`src/rtl/axi_port_arbiter_if.sv`:
```
// AXI4 master-port bundle (AW/W/B/AR/R) shared by the image-pipeline requesters.
// The arbiter takes the master modport; the DDR controller side takes the slave modport.
interface axi_port_arbiter_if #(
  parameter int DW  = 128,
  parameter int IDW = 4
);
  logic [31:0]     awaddr;
  logic [3:0]      awlen;
  logic [IDW-1:0]  awid;
  logic            awvalid;
  logic            awready;
  logic [DW-1:0]   wdata;
  logic [DW/8-1:0] wstrb;
  logic            wlast;
  logic            wvalid;
  logic            wready;
  logic [1:0]      bresp;
  logic [IDW-1:0]  bid;
  logic            bvalid;
  logic            bready;
  logic [31:0]     araddr;
  logic [3:0]      arlen;
  logic [IDW-1:0]  arid;
  logic            arvalid;
  logic            arready;
  logic [DW-1:0]   rdata;
  logic [1:0]      rresp;
  logic            rlast;
  logic            rvalid;
  logic            rready;

  modport master (
    output awaddr, awlen, awid, awvalid, wdata, wstrb, wlast, wvalid, bready,
           araddr, arlen, arid, arvalid, rready,
    input  awready, wready, bresp, bid, bvalid, arready, rdata, rresp, rlast, rvalid
  );

  modport slave (
    input  awaddr, awlen, awid, awvalid, wdata, wstrb, wlast, wvalid, bready,
           araddr, arlen, arid, arvalid, rready,
    output awready, wready, bresp, bid, bvalid, arready, rdata, rresp, rlast, rvalid
  );
endinterface

```
`src/rtl/axi_port_arbiter.sv`:
```
// Round-robin arbiter sharing one AXI4 master port between NUM_REQ burst requesters.
// One burst is in flight at a time; the AXI ID carries the winning requester index.
module axi_port_arbiter #(
  parameter int NUM_REQ = 3,
  parameter int DW      = 128,
  parameter int IDW     = 4
) (
  input  logic                    clk,
  input  logic                    reset,
  input  logic [NUM_REQ-1:0]      req_valid,
  input  logic [NUM_REQ-1:0]      req_write,
  input  logic [32*NUM_REQ-1:0]   req_addr,
  input  logic [4*NUM_REQ-1:0]    req_len,
  output logic [NUM_REQ-1:0]      req_grant,
  output logic [NUM_REQ-1:0]      req_done,
  output logic [NUM_REQ-1:0]      req_err,
  input  logic [DW*NUM_REQ-1:0]   u_wdata,
  input  logic [NUM_REQ-1:0]      u_wvalid,
  output logic [NUM_REQ-1:0]      u_wready,
  output logic [DW-1:0]           u_rdata,
  output logic [NUM_REQ-1:0]      u_rvalid,
  input  logic [NUM_REQ-1:0]      u_rready,
  axi_port_arbiter_if.master      axi
);
  localparam int PW = (NUM_REQ > 1) ? $clog2(NUM_REQ) : 1;

  typedef enum logic [2:0] {IDLE, AW, W, B, AR, R} state_t;

  state_t             state, state_next;
  logic [PW-1:0]      ptr, winner, sel, winner_inc;
  logic               found;
  logic [31:0]        addr_q;
  logic [3:0]         len_q, beat_cnt;
  logic               err;
  logic [NUM_REQ-1:0] done_q, err_q, winner_oh;
  logic               last_beat, w_hs, r_hs, r_beat_err, b_err;

  // Round-robin scan starting at the pointer; the first pending requester wins.
  always_comb begin
    int s;
    s     = 0;
    found = 1'b0;
    sel   = '0;
    for (int i = 0; i < NUM_REQ; i++) begin
      s = int'(ptr) + i;
      if (s >= NUM_REQ) s = s - NUM_REQ;
      if (!found && req_valid[PW'(s)]) begin
        found = 1'b1;
        sel   = PW'(s);
      end
    end
  end

  always_comb begin
    winner_oh = '0;
    for (int i = 0; i < NUM_REQ; i++) winner_oh[i] = (winner == PW'(i));
  end

  assign winner_inc = (winner == PW'(NUM_REQ - 1)) ? '0 : winner + 1'b1;
  assign last_beat  = (beat_cnt == len_q);

  assign axi.awvalid = (state == AW);
  assign axi.awaddr  = addr_q;
  assign axi.awlen   = len_q;
  assign axi.awid    = IDW'(winner);
  assign axi.wvalid  = (state == W) && u_wvalid[winner];
  assign axi.wdata   = (state == W) ? u_wdata[winner*DW +: DW] : '0;
  assign axi.wstrb   = (state == W) ? '1 : '0;
  assign axi.wlast   = (state == W) && last_beat;
  assign axi.bready  = (state == B);
  assign axi.arvalid = (state == AR);
  assign axi.araddr  = addr_q;
  assign axi.arlen   = len_q;
  assign axi.arid    = IDW'(winner);
  assign axi.rready  = (state == R) && u_rready[winner];

  assign w_hs       = axi.wvalid && axi.wready;
  assign r_hs       = axi.rvalid && axi.rready;
  assign r_beat_err = (axi.rresp != 2'b00) || (axi.rlast != last_beat);
  assign b_err      = (axi.bresp != 2'b00) || (axi.bid != IDW'(winner));

  assign u_wready  = (state == W && axi.wready) ? winner_oh : '0;
  assign u_rvalid  = (state == R && axi.rvalid) ? winner_oh : '0;
  assign u_rdata   = (state == R) ? axi.rdata : '0;
  assign req_grant = (state != IDLE) ? winner_oh : '0;
  assign req_done  = done_q;
  assign req_err   = err_q;

  always_ff @(posedge clk or negedge reset) begin
    if (!reset) state <= IDLE;
    else        state <= state_next;
  end

  always_comb begin
    state_next = state;
    case (state)
      IDLE:    if (found) state_next = req_write[sel] ? AW : AR;
      AW:      if (axi.awready) state_next = W;
      W:       if (w_hs && last_beat) state_next = B;
      B:       if (axi.bvalid) state_next = IDLE;
      AR:      if (axi.arready) state_next = R;
      R:       if (r_hs && last_beat) state_next = IDLE;
      default: state_next = IDLE;
    endcase
  end

  // Completion is registered, so the done pulse lands in the next IDLE sampling cycle.
  always_ff @(posedge clk or negedge reset) begin
    if (!reset) begin
      ptr      <= '0;
      winner   <= '0;
      addr_q   <= '0;
      len_q    <= '0;
      beat_cnt <= '0;
      err      <= 1'b0;
      done_q   <= '0;
      err_q    <= '0;
    end else begin
      done_q <= '0;
      err_q  <= '0;
      case (state)
        IDLE: if (found) begin
          winner   <= sel;
          addr_q   <= req_addr[sel*32 +: 32];
          len_q    <= req_len[sel*4 +: 4];
          beat_cnt <= '0;
          err      <= 1'b0;
        end
        W: if (w_hs) beat_cnt <= beat_cnt + 4'd1;
        B: if (axi.bvalid) begin
          done_q <= winner_oh;
          err_q  <= winner_oh & {NUM_REQ{b_err}};
          ptr    <= winner_inc;
        end
        R: if (r_hs) begin
          beat_cnt <= beat_cnt + 4'd1;
          err      <= err | r_beat_err;
          if (last_beat) begin
            done_q <= winner_oh;
            err_q  <= winner_oh & {NUM_REQ{err | r_beat_err}};
            ptr    <= winner_inc;
          end
        end
        default: ;
      endcase
    end
  end
endmodule

```
`src/flat_wrapper.sv`:
```
// flat-port wrapper written by rule: the top's interface ports become plain ports
module axi_port_arbiter_flat 
#(
  parameter int NUM_REQ = 3,
  parameter int DW      = 128,
  parameter int IDW     = 4
)
  (clk, reset, req_valid, req_write, req_addr, req_len, req_grant, req_done, req_err, u_wdata, u_wvalid, u_wready, u_rdata, u_rvalid, u_rready, axi_awaddr, axi_awlen, axi_awid, axi_awvalid, axi_wdata, axi_wstrb, axi_wlast, axi_wvalid, axi_bready, axi_araddr, axi_arlen, axi_arid, axi_arvalid, axi_rready, axi_awready, axi_wready, axi_bresp, axi_bid, axi_bvalid, axi_arready, axi_rdata, axi_rresp, axi_rlast, axi_rvalid);
  axi_port_arbiter_if #(.DW(DW), .IDW(IDW)) axi_i ();
  input  logic clk;
  input  logic reset;
  input  logic [NUM_REQ-1:0] req_valid;
  input  logic [NUM_REQ-1:0] req_write;
  input  logic [32*NUM_REQ-1:0] req_addr;
  input  logic [4*NUM_REQ-1:0] req_len;
  output logic [NUM_REQ-1:0] req_grant;
  output logic [NUM_REQ-1:0] req_done;
  output logic [NUM_REQ-1:0] req_err;
  input  logic [DW*NUM_REQ-1:0] u_wdata;
  input  logic [NUM_REQ-1:0] u_wvalid;
  output logic [NUM_REQ-1:0] u_wready;
  output logic [DW-1:0] u_rdata;
  output logic [NUM_REQ-1:0] u_rvalid;
  input  logic [NUM_REQ-1:0] u_rready;
  output wire logic [$bits(axi_i.awaddr)-1:0] axi_awaddr;
  output wire logic [$bits(axi_i.awlen)-1:0] axi_awlen;
  output wire logic [$bits(axi_i.awid)-1:0] axi_awid;
  output wire logic [$bits(axi_i.awvalid)-1:0] axi_awvalid;
  output wire logic [$bits(axi_i.wdata)-1:0] axi_wdata;
  output wire logic [$bits(axi_i.wstrb)-1:0] axi_wstrb;
  output wire logic [$bits(axi_i.wlast)-1:0] axi_wlast;
  output wire logic [$bits(axi_i.wvalid)-1:0] axi_wvalid;
  output wire logic [$bits(axi_i.bready)-1:0] axi_bready;
  output wire logic [$bits(axi_i.araddr)-1:0] axi_araddr;
  output wire logic [$bits(axi_i.arlen)-1:0] axi_arlen;
  output wire logic [$bits(axi_i.arid)-1:0] axi_arid;
  output wire logic [$bits(axi_i.arvalid)-1:0] axi_arvalid;
  output wire logic [$bits(axi_i.rready)-1:0] axi_rready;
  input wire logic [$bits(axi_i.awready)-1:0] axi_awready;
  input wire logic [$bits(axi_i.wready)-1:0] axi_wready;
  input wire logic [$bits(axi_i.bresp)-1:0] axi_bresp;
  input wire logic [$bits(axi_i.bid)-1:0] axi_bid;
  input wire logic [$bits(axi_i.bvalid)-1:0] axi_bvalid;
  input wire logic [$bits(axi_i.arready)-1:0] axi_arready;
  input wire logic [$bits(axi_i.rdata)-1:0] axi_rdata;
  input wire logic [$bits(axi_i.rresp)-1:0] axi_rresp;
  input wire logic [$bits(axi_i.rlast)-1:0] axi_rlast;
  input wire logic [$bits(axi_i.rvalid)-1:0] axi_rvalid;
  assign axi_awaddr = axi_i.awaddr;
  assign axi_awlen = axi_i.awlen;
  assign axi_awid = axi_i.awid;
  assign axi_awvalid = axi_i.awvalid;
  assign axi_wdata = axi_i.wdata;
  assign axi_wstrb = axi_i.wstrb;
  assign axi_wlast = axi_i.wlast;
  assign axi_wvalid = axi_i.wvalid;
  assign axi_bready = axi_i.bready;
  assign axi_araddr = axi_i.araddr;
  assign axi_arlen = axi_i.arlen;
  assign axi_arid = axi_i.arid;
  assign axi_arvalid = axi_i.arvalid;
  assign axi_rready = axi_i.rready;
  assign axi_i.awready = axi_awready;
  assign axi_i.wready = axi_wready;
  assign axi_i.bresp = axi_bresp;
  assign axi_i.bid = axi_bid;
  assign axi_i.bvalid = axi_bvalid;
  assign axi_i.arready = axi_arready;
  assign axi_i.rdata = axi_rdata;
  assign axi_i.rresp = axi_rresp;
  assign axi_i.rlast = axi_rlast;
  assign axi_i.rvalid = axi_rvalid;
  axi_port_arbiter #(.NUM_REQ(NUM_REQ), .DW(DW), .IDW(IDW)) u_core (.clk(clk), .reset(reset), .req_valid(req_valid), .req_write(req_write), .req_addr(req_addr), .req_len(req_len), .req_grant(req_grant), .req_done(req_done), .req_err(req_err), .u_wdata(u_wdata), .u_wvalid(u_wvalid), .u_wready(u_wready), .u_rdata(u_rdata), .u_rvalid(u_rvalid), .u_rready(u_rready), .axi(axi_i));
endmodule
```
`config.mk`:
```
export PLATFORM = sky130hd
export DESIGN_NAME = axi_port_arbiter_flat
export DESIGN_NICKNAME = d
export VERILOG_FILES = /design/src/rtl/axi_port_arbiter_if.sv /design/src/rtl/axi_port_arbiter.sv /design/src/flat_wrapper.sv
export SDC_FILE = /design/constraint.sdc
export NUM_CORES = 1
export LEC_CHECK = 0
export BUFFER_PORTS_ARGS = -buffer_cell sky130_fd_sc_hd__buf_4
export CAP_MARGIN = 5
export CORE_AREA = 2 2 400 402
export DETAILED_ROUTE_END_ITERATION = 10
export DIE_AREA = 0 0 402 404
export GPL_ROUTABILITY_DRIVEN = 0
export PLACE_DENSITY = 0.3
export REMOVE_ABC_BUFFERS = 1
export SETUP_SLACK_MARGIN = 0.1
export SYNTH_ARGS = -nofsm -noshare
export SYNTH_HDL_FRONTEND = slang
export SYNTH_SLANG_ARGS = --single-unit
```
`constraint.sdc`:
```
create_clock -name clk -period 6.9 [get_ports clk]
set_input_delay 1.38 -clock clk [delete_from_list [all_inputs] [get_ports clk]]
set_output_delay 1.38 -clock clk [all_outputs]
set_load 0.005 [all_outputs]
```
Word level (Yosys, flattened, before mapping)
Cells that the tools add are included.
{"block": "totals", "ff_bits": 54, "in_bits": 648, "output_inout_bits": 373, "elab_cells": 135}
{"block": "op_classes", "n_addsub": 7, "magnitude_cmp": 8, "n_eq_ne": 19, "shifts": 3, "n_mux": 58, "n_bitwise": 3, "n_reduce_logical": 28}
{"cell": "384-bit by 10-bit indexed part select with 128-bit output", "n": 1}
{"cell": "128-bit 2-to-1 mux", "n": 2}
{"cell": "96-bit by 8-bit indexed part select with 32-bit output", "n": 1}
{"cell": "3-bit 2-to-1 mux", "n": 16}
{"cell": "2-bit 2-to-1 mux", "n": 10}
{"cell": "3-bit one-hot mux with 6 select lines", "n": 1}
{"cell": "16-bit 2-to-1 mux", "n": 1}
{"cell": "1-bit 2-to-1 mux", "n": 14}
{"cell": "2-bit by 1-bit != test with 1-bit output (second input constant)", "n": 7}
{"cell": "1-bit binary-select mux with 2-bit select", "n": 6}
{"cell": "2-bit by 4-bit less-than comparator with 1-bit output (second input constant)", "n": 3}
{"cell": "4-bit 2-to-1 mux", "n": 3}
{"cell": "3-bit one-hot mux with 2 select lines", "n": 2}
{"cell": "4-bit one-hot mux with 3 select lines", "n": 1}
{"cell": "12-bit by 5-bit indexed part select with 4-bit output", "n": 1}
{"cell": "1-bit logical AND", "n": 11}
{"cell": "4-bit AND reduction", "n": 2}
{"cell": "2-bit nonzero test", "n": 4}
{"cell": "3-bit AND", "n": 2}
{"cell": "3-bit by 2-bit == test with 1-bit output (second input constant)", "n": 2}
{"cell": "3-bit == test (second input constant)", "n": 2}
{"cell": "3-bit by 2-bit >= comparator with 1-bit output (second input constant)", "n": 2}
{"cell": "2-bit by 3-bit less-than comparator with 1-bit output (second input constant)", "n": 2}
{"cell": "6-bit AND reduction", "n": 1}
{"cell": "other kinds (24)", "n": 29}

Logic depth before layout (Yosys ltp)
Gate-level depths: netlist of the first run.
{"block": "logic_depth", "word_depth": 17, "ltp_mapped": 11, "ltp_nobuf": 8}

Least setup slack after synthesis of the first run
OpenSTA, ideal clock, no wires.
{"block": "synth_path", "kind": "input port to output port", "startpoint": "input port u_rready[2]", "endpoint": "output port axi_rready", "arrival_ps": 1847, "setup_slack_ps": 3673, "stages": 3, "path_cell_list": "mux2i_1 > o2bb2ai_1 > and2_1"}
{"block": "synth_via", "elab_chain_len": 3}
{"item": "start: declaration", "line_no": "flat_wrapper.sv:24", "source": "input logic [NUM_REQ-1:0] u_rready;"}
{"item": "1-bit binary-select mux with 2-bit select", "line_no": "axi_port_arbiter.sv:75", "source": "assign axi.rready = (state == R) && u_rready[winner];"}
{"item": "1-bit 2-to-1 mux (not written as such)", "line_no": "axi_port_arbiter.sv:75"}
{"item": "1-bit logical AND", "line_no": "axi_port_arbiter.sv:75"}
{"item": "end: declaration", "line_no": "flat_wrapper.sv:38", "source": "output wire logic [$bits(axi_i.rready)-1:0] axi_rready;"}
Every way passes these cells. The select of a mux whose other input is x is not followed.

Final worst setup path of the first run
{"block": "layout_path", "startpoint": "register u_core.state[1]", "endpoint": "output port axi_wdata[125]"}
{"block": "layout_via", "elab_chain_len": 2}
{"item": "start: declaration", "line_no": "axi_port_arbiter.sv:29", "source": "state_t state, state_next;"}
{"item": "start signal: assignment", "line_no": "axi_port_arbiter.sv:91", "source": "else state <= state_next;"}
{"item": "3-bit by 2-bit == test with 1-bit output", "line_no": "axi_port_arbiter.sv:67", "source": "assign axi.wdata = (state == W) ? u_wdata[winner*DW +: DW] : '0;"}
{"item": "128-bit 2-to-1 mux", "line_no": "axi_port_arbiter.sv:67"}
{"item": "end: declaration", "line_no": "flat_wrapper.sv:29", "source": "output wire logic [$bits(axi_i.wdata)-1:0] axi_wdata;"}
Every way passes these cells.

==> metrics.md, run 1 <==
| Metric | Value |
|---|---|
| Run status | finished, final reports clean |
| Nets | ~2700 |
| DP Area | 17580 um2 |
| Final setup vio count | 0 |
| H-Tree Depth | 2 |
| Crit path required time | ~5.5 ns |
| CP max-delay cell | buf_4 |
| Crit path max fanout | between 70 and 80 |
| # IOs | 1021 |
| Via Count | 12709 |
| Post-CTS Setup Bufs | 0 |
| Clk_lat worst skew | roughly 0.35 ns |
| Critical-path cell list | inv_2, or3_4, buf_4, nor2_1, buf_4 |
| Cell count after synthesis | between 1000 and 1500 |
| CTS tree | built |
| Cts repair resizes | 0 |
| Avg WL per Cell | ~27 um |
| Rel. slew slack | 26.47% |
| Internal | 2.337 mW |
| Initial DRC count | 737 |
| Residual DRC | 0 |
| Area growth syn-to-layout | 121.3% |
| Slew Limit Fails | 0 |
| Dpl cells | 4127 |
| Global-route usage over all layers | a little over an eighth |
| CTS sink cnt | 54 |
| Final min period | 4.634 ns |
| Fill count | 18568 |
| Switching power | about 2.8 mW |
| Via density per instance | 3.062 |
| Vias in the first global route | 12309 |
| GRT overflow | 0 |
| First-pass GRT wire length | 140500 um |
| Overall Power | 5.163 mW |
| Total of max-cap violations | 0 |
| Die Span X | 402 um |
| Layout cell share with drive strength beyond 1 | 52.93% |
| Critical path capture point type | output port |
| Most used cell, CP | buf_4 |
| Die Span Y | 404 um |
| Synthesized area per cell | about 6.8 um2 |
| Clock root buffer | clkbuf_16 |
| Worst VDD drop | 0.2391 mV |
| Net Sw Frac | 54.72% |
| CTS buffer count | 5 |
| Synth warn | 0 |
| Crit path buf inv count | 3 |
| Hold WC Path Type | reg2reg |
| Worst slew pin tran | approximately 1.1 ns |
| Fin area | ~18000 um2 |
| Critical path class | reg2out |
| Die area | 162400 um2 |
| Cell family contributing the most delay on the critical path | buffers and inverters |
| CP arrival | 3.25 ns |
| Final setup TNS | 0 ns |
| Leak pwr | 8.228 nW |
| Seq pwr share | 13.3% |
| Initial Util | 5.094% |
| Post-synth EDFFs | 0 |
| PD cells | 290.2 nW/um2 |
| Hold-fix buffers, CTS | 0 |
| Clock transition at path regs | 0.10 ns |
| RSZ-0062 raised after global routing | no |
| CORE AREA | 157800 um2 |
| Routed wire length | roughly 110000 um |
| Clock Power Share | 6.9% |
| Share of flip-flops with an asynchronous set or reset | 100.0% |
| Crit-path max cell delay | 0.86 ns |
| DP Wirelength | 100400 um |
| Pin count of the biggest net entering global routing | 106 |
| Combinational Power Share | 79.8% |
| Clock tree buffer depth | 2 |
| Initial antenna violation count | 122 |
| Drt first pass iters | 4 |
| Max Clock Freq | 215.8 MHz |
| Sequential share of the synthesized area | 16.81% |
| Buffers on Ports | 1016 |
| Area of the mapped netlist | ~8000 um2 |
| Final Hold Vio Count | 0 |
| Main flop type after synthesis | dfrtp_1 |
| Post-route ant nets | 0 |
| Fin Clk Skew | 0.01355 ns |
| Period utilisation layout | 67.16% |
| Critical path startpoint category | flop |
| Distinct cells, synth | 58 |
| Layout Cells excl Fill | 4150 |
| FP Rows | 146 |
| Yosys reg bits | 54 |
==> area by class of cell <==
class	instances	area [um2]	share of cell area, %
diodes	15	37.54	0.2110
inverters	11	41.29	0.2321
clock inverters	3	47.55	0.2672
flip-flops and latches	54	1359	7.637
clock buffers	5	125.1	0.7032
multi-input cells	959	5837	32.81
repair buffers	1031	7752	43.57
well taps	2072	2592	14.57
==> kinds of logic after synthesis <==
group / count (synthesis) / synth area share, %
and+or+nand+nor: 562 / 33.12
AOI/OAI and AO/OA: 242 / 19.62
buffers and inverters: 172 / 11.39
muxes: 140 / 17.63
DFF: 54 / 16.81
xor gates and xnor gates: 7 / 0.7625
adders and majority gates: 4 / 0.6225
other: 1 / 0.04664
==> placed cells by master (no fill, tap or decap), types with 10 or more instances in the layout <==
master and n:
nor2_1 301, dfrtp_1 52, nand2_1 46, a21oi_1 134, buf_4 1030, and3_1 39, a211oi_1 28, mux2i_1 132
and2_1 131, a211oi_2 10, diode_2 15, o31ai_1 29
==> power groups by stage <==
stage	Clock (mW)	Combinational [mW]	Sequential [mW]
final	0.357	4.12	0.688
after global routing	0.385	4.47	0.712
after CTS	0.377	4.22	0.700
after detailed placement	0	4.20	0.706
after global placement	0	4.23	0.703
after floorplan	0	1.87	0.744
==> state kept, by name, indices dropped and copies added (netlist names) <==
signal and flops:
u_core.axi.araddr 32, u_core.axi.arlen 4, u_core.beat_cnt 4, u_core.err 1
u_core.ptr 2, u_core.req_done 3, u_core.req_err 3, u_core.state 3
u_core.winner 2
==> path summary, 6_finish.rpt <==
check / start / to / slack [ns] / cells after the start
max in group asynchronous: reset / u_core.winner[0]$_DFFE_PN0P_ / 5.01 / 1
max: u_core.state[1]$_DFFE_PN0P_ / axi_wdata[125] / 2.27 / 5
min reg2reg: u_core.axi.araddr[21]$_DFFE_PN0P_ / u_core.axi.araddr[21]$_DFFE_PN0P_ / 0.53 / 2
min: u_core.axi.araddr[21]$_DFFE_PN0P_ / u_core.axi.araddr[21]$_DFFE_PN0P_ / 0.53 / 2
max reg2reg: u_core.ptr[1]$_DFFE_PN0P_ / u_core.axi.araddr[1]$_DFFE_PN0P_ / 3.00 / 8
min in group asynchronous: reset / u_core.axi.arlen[0]$_DFFE_PN0P_ / 1.19 / 1
==> cell usage after synthesis, drive strengths merged, types with 7 or more instances <==
master	instances	area share [%]
a211oi	38	4.2
a21oi	134	8.3
and2	131	10
and3	41	3.2
buf	93	7.7
clkbuf	68	3.2
dfrtp	54	17
inv	11	0.51
mux2	7	1.0
mux2i	133	17
nand2	49	2.3
nor2	311	15
nor3	8	0.50
o21ai	8	0.50
o31ai	38	4.1
==> layer usage <==
metal / part of all wire (%) / global-route usage (%) / routed length [um] / vias up
met5: 0.17 / 0 / 188 / -
met4: 1.3 / 1.003 / 1439 / 28
met2: 49 / 23.10 / 55280 / 748
li1: - / - / - / 5734
met1: 42 / 16.68 / 47960 / 6001
met3: 7.8 / 3.893 / 8917 / 198
==> worst register-to-register path, stage by stage, from the launching register on <==
cell and delay, ns:
dfrtp_1 0.42, inv_1 0.08, ha_1 0.42, mux2_2 0.42, mux2_2 0.29, nand2_2 0.62
nand2_2 0.83, a211oi_1 0.55, o31ai_1 0.11
==> metrics by stage <==
stage | worst slack [ns] | utilization (%) | hold slack (ns)
after floorplan | -5.210 | - | 0.4758
after global placement | 2.415 | 11.14 | 0.4995
after detailed placement | 2.347 | 11.14 | 0.5100
after CTS | 2.202 | 11.25 | 0.5372
after global routing | 2.140 | 11.25 | 0.5624
final | 2.266 | 11.27 | 0.5326
No activity file was read; power rests on OpenSTA's default activity.
==> run 2: changes to the inputs <==
- CORE_AREA: 2 2 400 402 -> 2 2 401 403
- DIE_AREA: 0 0 402 404 -> 0 0 403 405
- clock period: 6.9 -> 4.05 ns (I/O delays scaled with it)
==> metrics.md, run 2 (synthesized netlist as in run 1, its figures left out) <==
| Metric | Value |
|---|---|
| Post-place setup slack | 0.5563 ns (-1.790 ns) |
| CTS buffer count | 5 (unchanged) |
| First-pass GRT wire length | 143600 um (+2.2%) |
| Vias in the first global route | 12439 (+1.1%) |
| Buffers on Ports | 1016 (unchanged) |
| Critical path capture point type | output port |
| Internal | 4.272 mW (+83%) |
| Final Worst Setup Slack | 0.2368 ns (-2.029 ns) |
| Residual DRC | 0 (unchanged) |
| Worst VDD drop | 0.3606 mV (+51%) |
| Clock transition at path regs | 0.09 ns (about the same) |
| Clock root buffer | clkbuf_16 |
| Fill count | 18697 (+0.69%) |
| Critical path class | reg2out |
| Via density per instance | 3.061 (about the same) |
| H-Tree Depth | 2 (unchanged) |
| CORE AREA | 159300 um2 (+0.92%) |
| Final setup vio count | 0 (unchanged) |
| Initial DRC count | 690 (-6.4%) |
| Max FFs per register | 32 (unchanged) |
| Die Span Y | 405 um (+0.25%) |
| Register Area | 1359 um2 (unchanged) |
| Max Clock Freq | about 260 MHz |
| Period utilisation layout | 94.15% |
| Avg WL per Cell | 27.89 um (+1.7%) |
| Clock tree buffer depth | 2 (unchanged) |
| Via Count | 12862 (+1.2%) |
| Run status | finished, final reports clean |
| Initial Util | 5.048% (-0.046 points) |
| Final min period | 3.813 ns |
| Global-route usage over all layers | 13.59% (+0.32 points) |
| # IOs | 1021 (unchanged) |
| Fin area | 18210 um2 (+2.3%) |
| CTS sink cnt | 54 (unchanged) |
| Seq pwr share | 12.4% (-0.9 points) |
| Crit path max fanout | 24 (-69%) |
| Hold depth | 1 (-1) |
| CP arrival | 3.00 ns (-0.25 ns) |
| Cells on worst reg2reg path | 9 (+1) |
| Combinational Power Share | 81.3% (+1.5 points) |
| Area growth syn-to-layout | 126.5% |
| Multi-input gate area | 5837 um2 (unchanged) |
| Slew Limit Fails | 0 (unchanged) |
| CP max-delay cell | dfrtp_4 |
| Most frequent cells in the layout | buf_4 (1057), nor2_1 (301), a21oi_1 (134), mux2i_1 (132), and2_1 (131) |
| GRT overflow | 0 (unchanged) |
| Pin count of the biggest net entering global routing | 131 (+24%) |
| Clock Power Share | 6.2% (-0.7 points) |
| Leak pwr | 8.448 nW (+2.7%) |
| Critical-path cell list | buf_12, buf_4, mux2i_1, nor2_1, a21oi_1, nor2_1, buf_4 |
| Rel. slew slack | 31.96% (+5.5 points) |
| Layout cell share with drive strength beyond 1 | 53.71% (+0.78 points) |
| Switching power | 4.913 mW (+74%) |
| Nets | 2751 (+1.4%) |
| Crit-path max cell delay | 0.72 ns (-0.14 ns) |
| RSZ-0062 raised after global routing | no |
| DP Area | 17960 um2 (+2.1%) |
| Cts repair resizes | 0 (unchanged) |
| Initial antenna violation count | 125 (+2.5%) |
| Worst slew pin tran | 1.021 ns (-0.08226 ns) |
| FP Rows | 147 (+0.68%) |
| PD cells | 504.4 nW/um2 (+74%) |
| Net Sw Frac | 53.49% (-1.2 points) |
| Total of max-cap violations | 0 (unchanged) |
| Critical path startpoint category | flop |
| Fin Clk Skew | 0.01483 ns (+0.001282 ns) |
| Drt first pass iters | 5 (+1) |
| Final Hold Vio Count | 0 (unchanged) |
| CTS tree | built |
| Routed wire length | 117200 um (+3.0%) |
| Crit path required time | 3.24 ns (-2.28 ns) |
| Die area | 163200 um2 (+0.50%) |
| Clk_lat worst skew | 0.34 ns (about the same) |
| Hold-fix buffers, CTS | 0 (unchanged) |
| Hold WC Path Type | reg2reg |
| Commonest non-fill, non-tap cell in the layout | buf_4 |
| Die Span X | 403 um (+0.25%) |
| Final Util | 11.43% (+0.16 points) |
| DP Wirelength | 104900 um (+4.5%) |
| Post-route ant nets | 0 (unchanged) |
run 2: cell count changes in the layout (fill, tap and decap cells not counted):
cell and delta:
diode_2 +1, buf_12 +10, clkbuf_1 +1, inv_6 -1
buf_4 +27, clkinvlp_4 +1, clkinv_4 -1
run 2: timing repair:
item / CTS / global route
endpoints found under the hold margin: 0 / 0
buffers inserted: 0 / 4
endpoints found under the setup margin: 0 / 1
run 2: final cells by class:
| class | count | share of cell area (%) |
|---|---|---|
| Multi-Input combinational cell | 959 | 32.06 |
| Inverter | 11 | 0.2268 |
| Clock buffer | 6 | 0.7078 |
| Sequential cell | 54 | 7.462 |
| Clock inverter | 2 | 0.2061 |
| Tap cell | 2086 | 14.33 |
| Antenna cell | 16 | 0.2199 |
| Timing Repair Buffer | 1068 | 44.79 |
run 2: power groups by stage:
stage / Sequential [mW] / Clock (mW) / Combinational [mW]
after floorplan: 1.27 / 0 / 3.19
after global placement: 1.17 / 0 / 7.66
after detailed placement: 1.18 / 0 / 7.59
after CTS: 1.17 / 0.616 / 7.62
after global routing: 1.20 / 0.633 / 8.13
final: 1.14 / 0.573 / 7.47
run 2: worst max-delay path, delay by kind of cell, from the launching register on:
family                 cells  cell delay, ns
AOI/OAI and AO/OA          1            0.30
muxes                      1            0.55
buffers and inverters      3            0.75
DFF                        1            0.72
and+or+nand+nor            2            0.21
run 2: final timing paths:
check | from | end | slack [ns]
min in group asynchronous | reset | u_core.req_err[2]$_DFF_PN0_ | 0.57
worst min-delay path | u_core.ptr[1]$_DFFE_PN0P_ | u_core.ptr[1]$_DFFE_PN0P_ | 0.51
worst max register to register | u_core.ptr[1]$_DFFE_PN0P_ | u_core.axi.araddr[28]$_DFFE_PN0P_ | 0.78
worst min register to register | u_core.ptr[1]$_DFFE_PN0P_ | u_core.ptr[1]$_DFFE_PN0P_ | 0.51
max in group asynchronous | reset | u_core.winner[0]$_DFFE_PN0P_ | 2.80
worst max-delay path | u_core.winner[1]$_DFFE_PN0P_ | axi_wdata[39] | 0.24
run 2: metrics by stage:
step | TNS [ns] | hold slack [ns] | total power, mW | instances
floorplan | -1073.46 | 0.4758 | 4.462 | 1024
global placement | 0 | 0.5025 | 8.834 | 4174
detailed placement | 0 | 0.4995 | 8.773 | 4174
CTS | 0 | 0.5225 | 9.406 | 4182
global route | 0 | 0.5441 | 9.969 | 4191
finish | 0 | 0.5105 | 9.185 | 4202
run 2: layer usage:
metal  global-route usage [%]  routed length (um)
met1                    16.99               48610
met2                    23.02               56050
met3                    4.717               10590
met4                    1.465                1678
met5                        0                 251
==> run 3: changes to the inputs <==
- ABC_AREA: unset -> 1
- CORE_AREA: 2 2 401 403 -> 2 2 400 402
- DIE_AREA: 0 0 403 405 -> 0 0 402 404
==> metrics.md, run 3 <==
| Metric | Value |
|---|---|
| Run status | finished, final reports clean |
| Cell family contributing the most delay on the critical path | buffers and inverters |
| Final Hold Vio Count | 0 (unchanged) |
| DP Wirelength | 97680 um (-6.9%) |
| Initial antenna violation count | 101 (-19%) |
| Vias in the first global route | 13478 (+8.4%) |
| Post-synth top area cell | nand2_1 |
| Critical-path cell list | inv_2, nor2_4, buf_12, buf_12, nand2_1, nand2_1, nand2_1, inv_1, buf_4 |
| Leak pwr | 10.41 nW (+23%) |
| Avg WL per Cell | 24.13 um (-13%) |
| Distinct cells, synth | 39 (-33%) |
| Hold WC Path Type | in2async |
| Crit-path max cell delay | 0.71 ns (about the same) |
| CTS sink cnt | 54 (unchanged) |
| Final min period | 3.535 ns (-0.2783 ns) |
| CORE AREA | 157800 um2 (-0.91%) |
| Critical path class | reg2out |
| Clock root buffer | clkbuf_16 |
| Routed wire length | 109300 um (-6.7%) |
| PD cells | 517.4 nW/um2 (+2.6%) |
| Worst VDD drop | 0.5352 mV (+48%) |
| Synth top area share | 21.63% (+4.8 points) |
| RSZ-0062 raised after global routing | no |
| Sequential share of the synthesized area | 16.33% (-0.48 points) |
| Commonest non-fill, non-tap cell in the layout | buf_4 |
| CP max-delay cell | dfrtp_1 |
| Post-CTS Setup Bufs | 0 (unchanged) |
| Max FFs per register | 32 (unchanged) |
| Die Span X | 402 um (-0.25%) |
| Share of flip-flops with an asynchronous set or reset | 100.0% (unchanged) |
| Synth warn | 0 (unchanged) |
| Hold-fix buffers, CTS | 0 (unchanged) |
| Via Count | 13927 (+8.3%) |
| Critical path capture point type | output port |
| Die area | 162400 um2 (-0.49%) |
| Overall Power | 9.459 mW (+3.0%) |
| Clk_lat worst skew | 0.34 ns (about the same) |
| Slew Limit Fails | 0 (unchanged) |
| Initial DRC count | 1047 (+52%) |
| # IOs | 1021 (unchanged) |
| CTS tree | built |
| Worst slew pin tran | 0.9090 ns (-0.1117 ns) |
| H-Tree Depth | 2 (unchanged) |
| Nets | 3099 (+13%) |
| Most frequent cells after synthesis | nand2_1 (477), inv_1 (307), nor2_1 (176), a22oi_1 (112), a21oi_1 (80) |
| Most used cell, CP | nand2_1 |
| Post-synth EDFFs | 0 (unchanged) |
| Cell count after synthesis | 1536 (+30%) |
| Drt first pass iters | 5 (unchanged) |
| Area of the mapped netlist | 8277 um2 (+2.9%) |
| Final setup vio count | 0 (unchanged) |
| Max Clock Freq | 282.9 MHz (+7.9%) |
| Initial Util | 5.244% (+0.20 points) |
| Main flop type after synthesis | dfrtp_1 |
| Synth area leaders | nand2_1 (22%), dfrtp_1 (16%), inv_1 (14%) |
| Count leader, synth | nand2_1 |
| Period utilisation layout | 87.28% (-6.9 points) |
| Final setup TNS | 0 ns (unchanged) |
| Crit path buf inv count | 5 (+2) |
| Crit path max fanout | 96 (+300%) |
| Via density per instance | 3.074 (+0.44%) |
| Die Span Y | 404 um (-0.25%) |
| Cts repair resizes | 0 (unchanged) |
| Layout cell share with drive strength beyond 1 | 45.47% (-8.2 points) |
| Critical path startpoint category | flop |
| Residual DRC | 0 (unchanged) |
| Yosys reg bits | 54 (unchanged) |
| Rel. slew slack | 39.40% (+7.4 points) |
| Synthesized area per cell | 5.388 um2 (-21%) |
| Area growth syn-to-layout | 120.9% |
| FP Rows | 146 (-0.68%) |
| Clock tree buffer depth | 2 (unchanged) |
| Post-route ant nets | 0 (unchanged) |
| Global-route usage over all layers | 12.74% (-0.84 points) |
| Worst hold slack | 0.5072 ns (-0.003332 ns) |
| Buffers on Ports | 1016 (unchanged) |
| Fin Clk Skew | 0.01375 ns (-0.001081 ns) |
| First-pass GRT wire length | 138800 um (-3.3%) |
| Crit path required time | 3.24 ns (about the same) |
| GRT overflow | 0 (unchanged) |
| Clock transition at path regs | 0.10 ns (about the same) |
| CP arrival | 2.72 ns (-0.28 ns) |
| Most frequent cells in the layout | buf_4 (1042), nand2_1 (477), inv_1 (307), nor2_1 (175), a22oi_1 (112) |
| Total of max-cap violations | 0 (unchanged) |
| Pin count of the biggest net entering global routing | 129 (-1.5%) |
| CTS buffer count | 5 (unchanged) |
run 3: cell families after synthesis:
| logic type | count (synthesis) | share of synthesized area, % |
|---|---|---|
| other | 1 | 0.04531 |
| xor gates and xnor gates | 6 | 0.6349 |
| DFF | 54 | 16.33 |
| AOI/OAI and AO/OA | 270 | 22.31 |
| adders and majority gates | 4 | 0.6047 |
| buffers and inverters | 469 | 24.97 |
| and+or+nand+nor | 732 | 35.10 |
run 3: where the power goes:
part	leakage, nW	internal, mW	total, mW	switching (mW)
combinational	9.67	3.07	7.85	4.78
sequential	0.657	0.783	1.08	0.301
clock	0.0760	0.239	0.523	0.284
total	10.4	4.09	9.46	5.36
run 3: path summary, 6_finish.rpt:
kind                                         startpoint                                 to  slack, ns  cells past startpoint
setup / recovery           u_core.winner[1]$_DFFE_PN0P_                     axi_wdata[109]       0.52                      9
hold / removal                                    reset       u_core.req_done[0]$_DFF_PN0_       0.51                      1
setup reg to reg              u_core.ptr[0]$_DFFE_PN0P_   u_core.axi.araddr[6]$_DFFE_PN0P_       0.98                     13
hold reg to reg               u_core.ptr[1]$_DFFE_PN0P_          u_core.ptr[1]$_DFFE_PN0P_       0.54                      2
max in group asynchronous                         reset  u_core.axi.araddr[15]$_DFFE_PN0P_       2.89                      1
min in group clk              u_core.ptr[1]$_DFFE_PN0P_          u_core.ptr[1]$_DFFE_PN0P_       0.54                      2
run 3: layer usage:
layer,vias up,wire (um),global-route usage (%)
met3,157,9053,3.648
met1,6488,47400,16.62
met5,-,169,0
met2,782,51260,21.26
met4,28,1411,1.530
li1,6472,-,-
run 3: stage by stage:
| stage | std cells | utilization (%) | worst slack (ns) | instance area [um2] |
|---|---|---|---|---|
| 3_5_place_dp | 4512 | 11.47 | 0.7318 | 18100 |
| 6_report | 4530 | 11.58 | 0.5151 | 18280 |
| 3_3_place_gp | 4512 | 11.47 | 0.7736 | 18100 |
| 5_1_grt | 4521 | 11.57 | 0.3353 | 18260 |
| 4_1_cts | 4520 | 11.57 | 0.3284 | 18260 |
| 2_1_floorplan | 1386 | - | -2.095 | 7407 |
run 3: area by class of cell:
cell class,instances,area (um2)
sequential,54,1351
clock buffer,5,125.1
antenna,10,25.02
clock inverter,3,28.78
timing repair buffer,1054,8063
inverter,316,1191
tap,2072,2592
multi-input combinational,1016,4903
fill,18738,139600
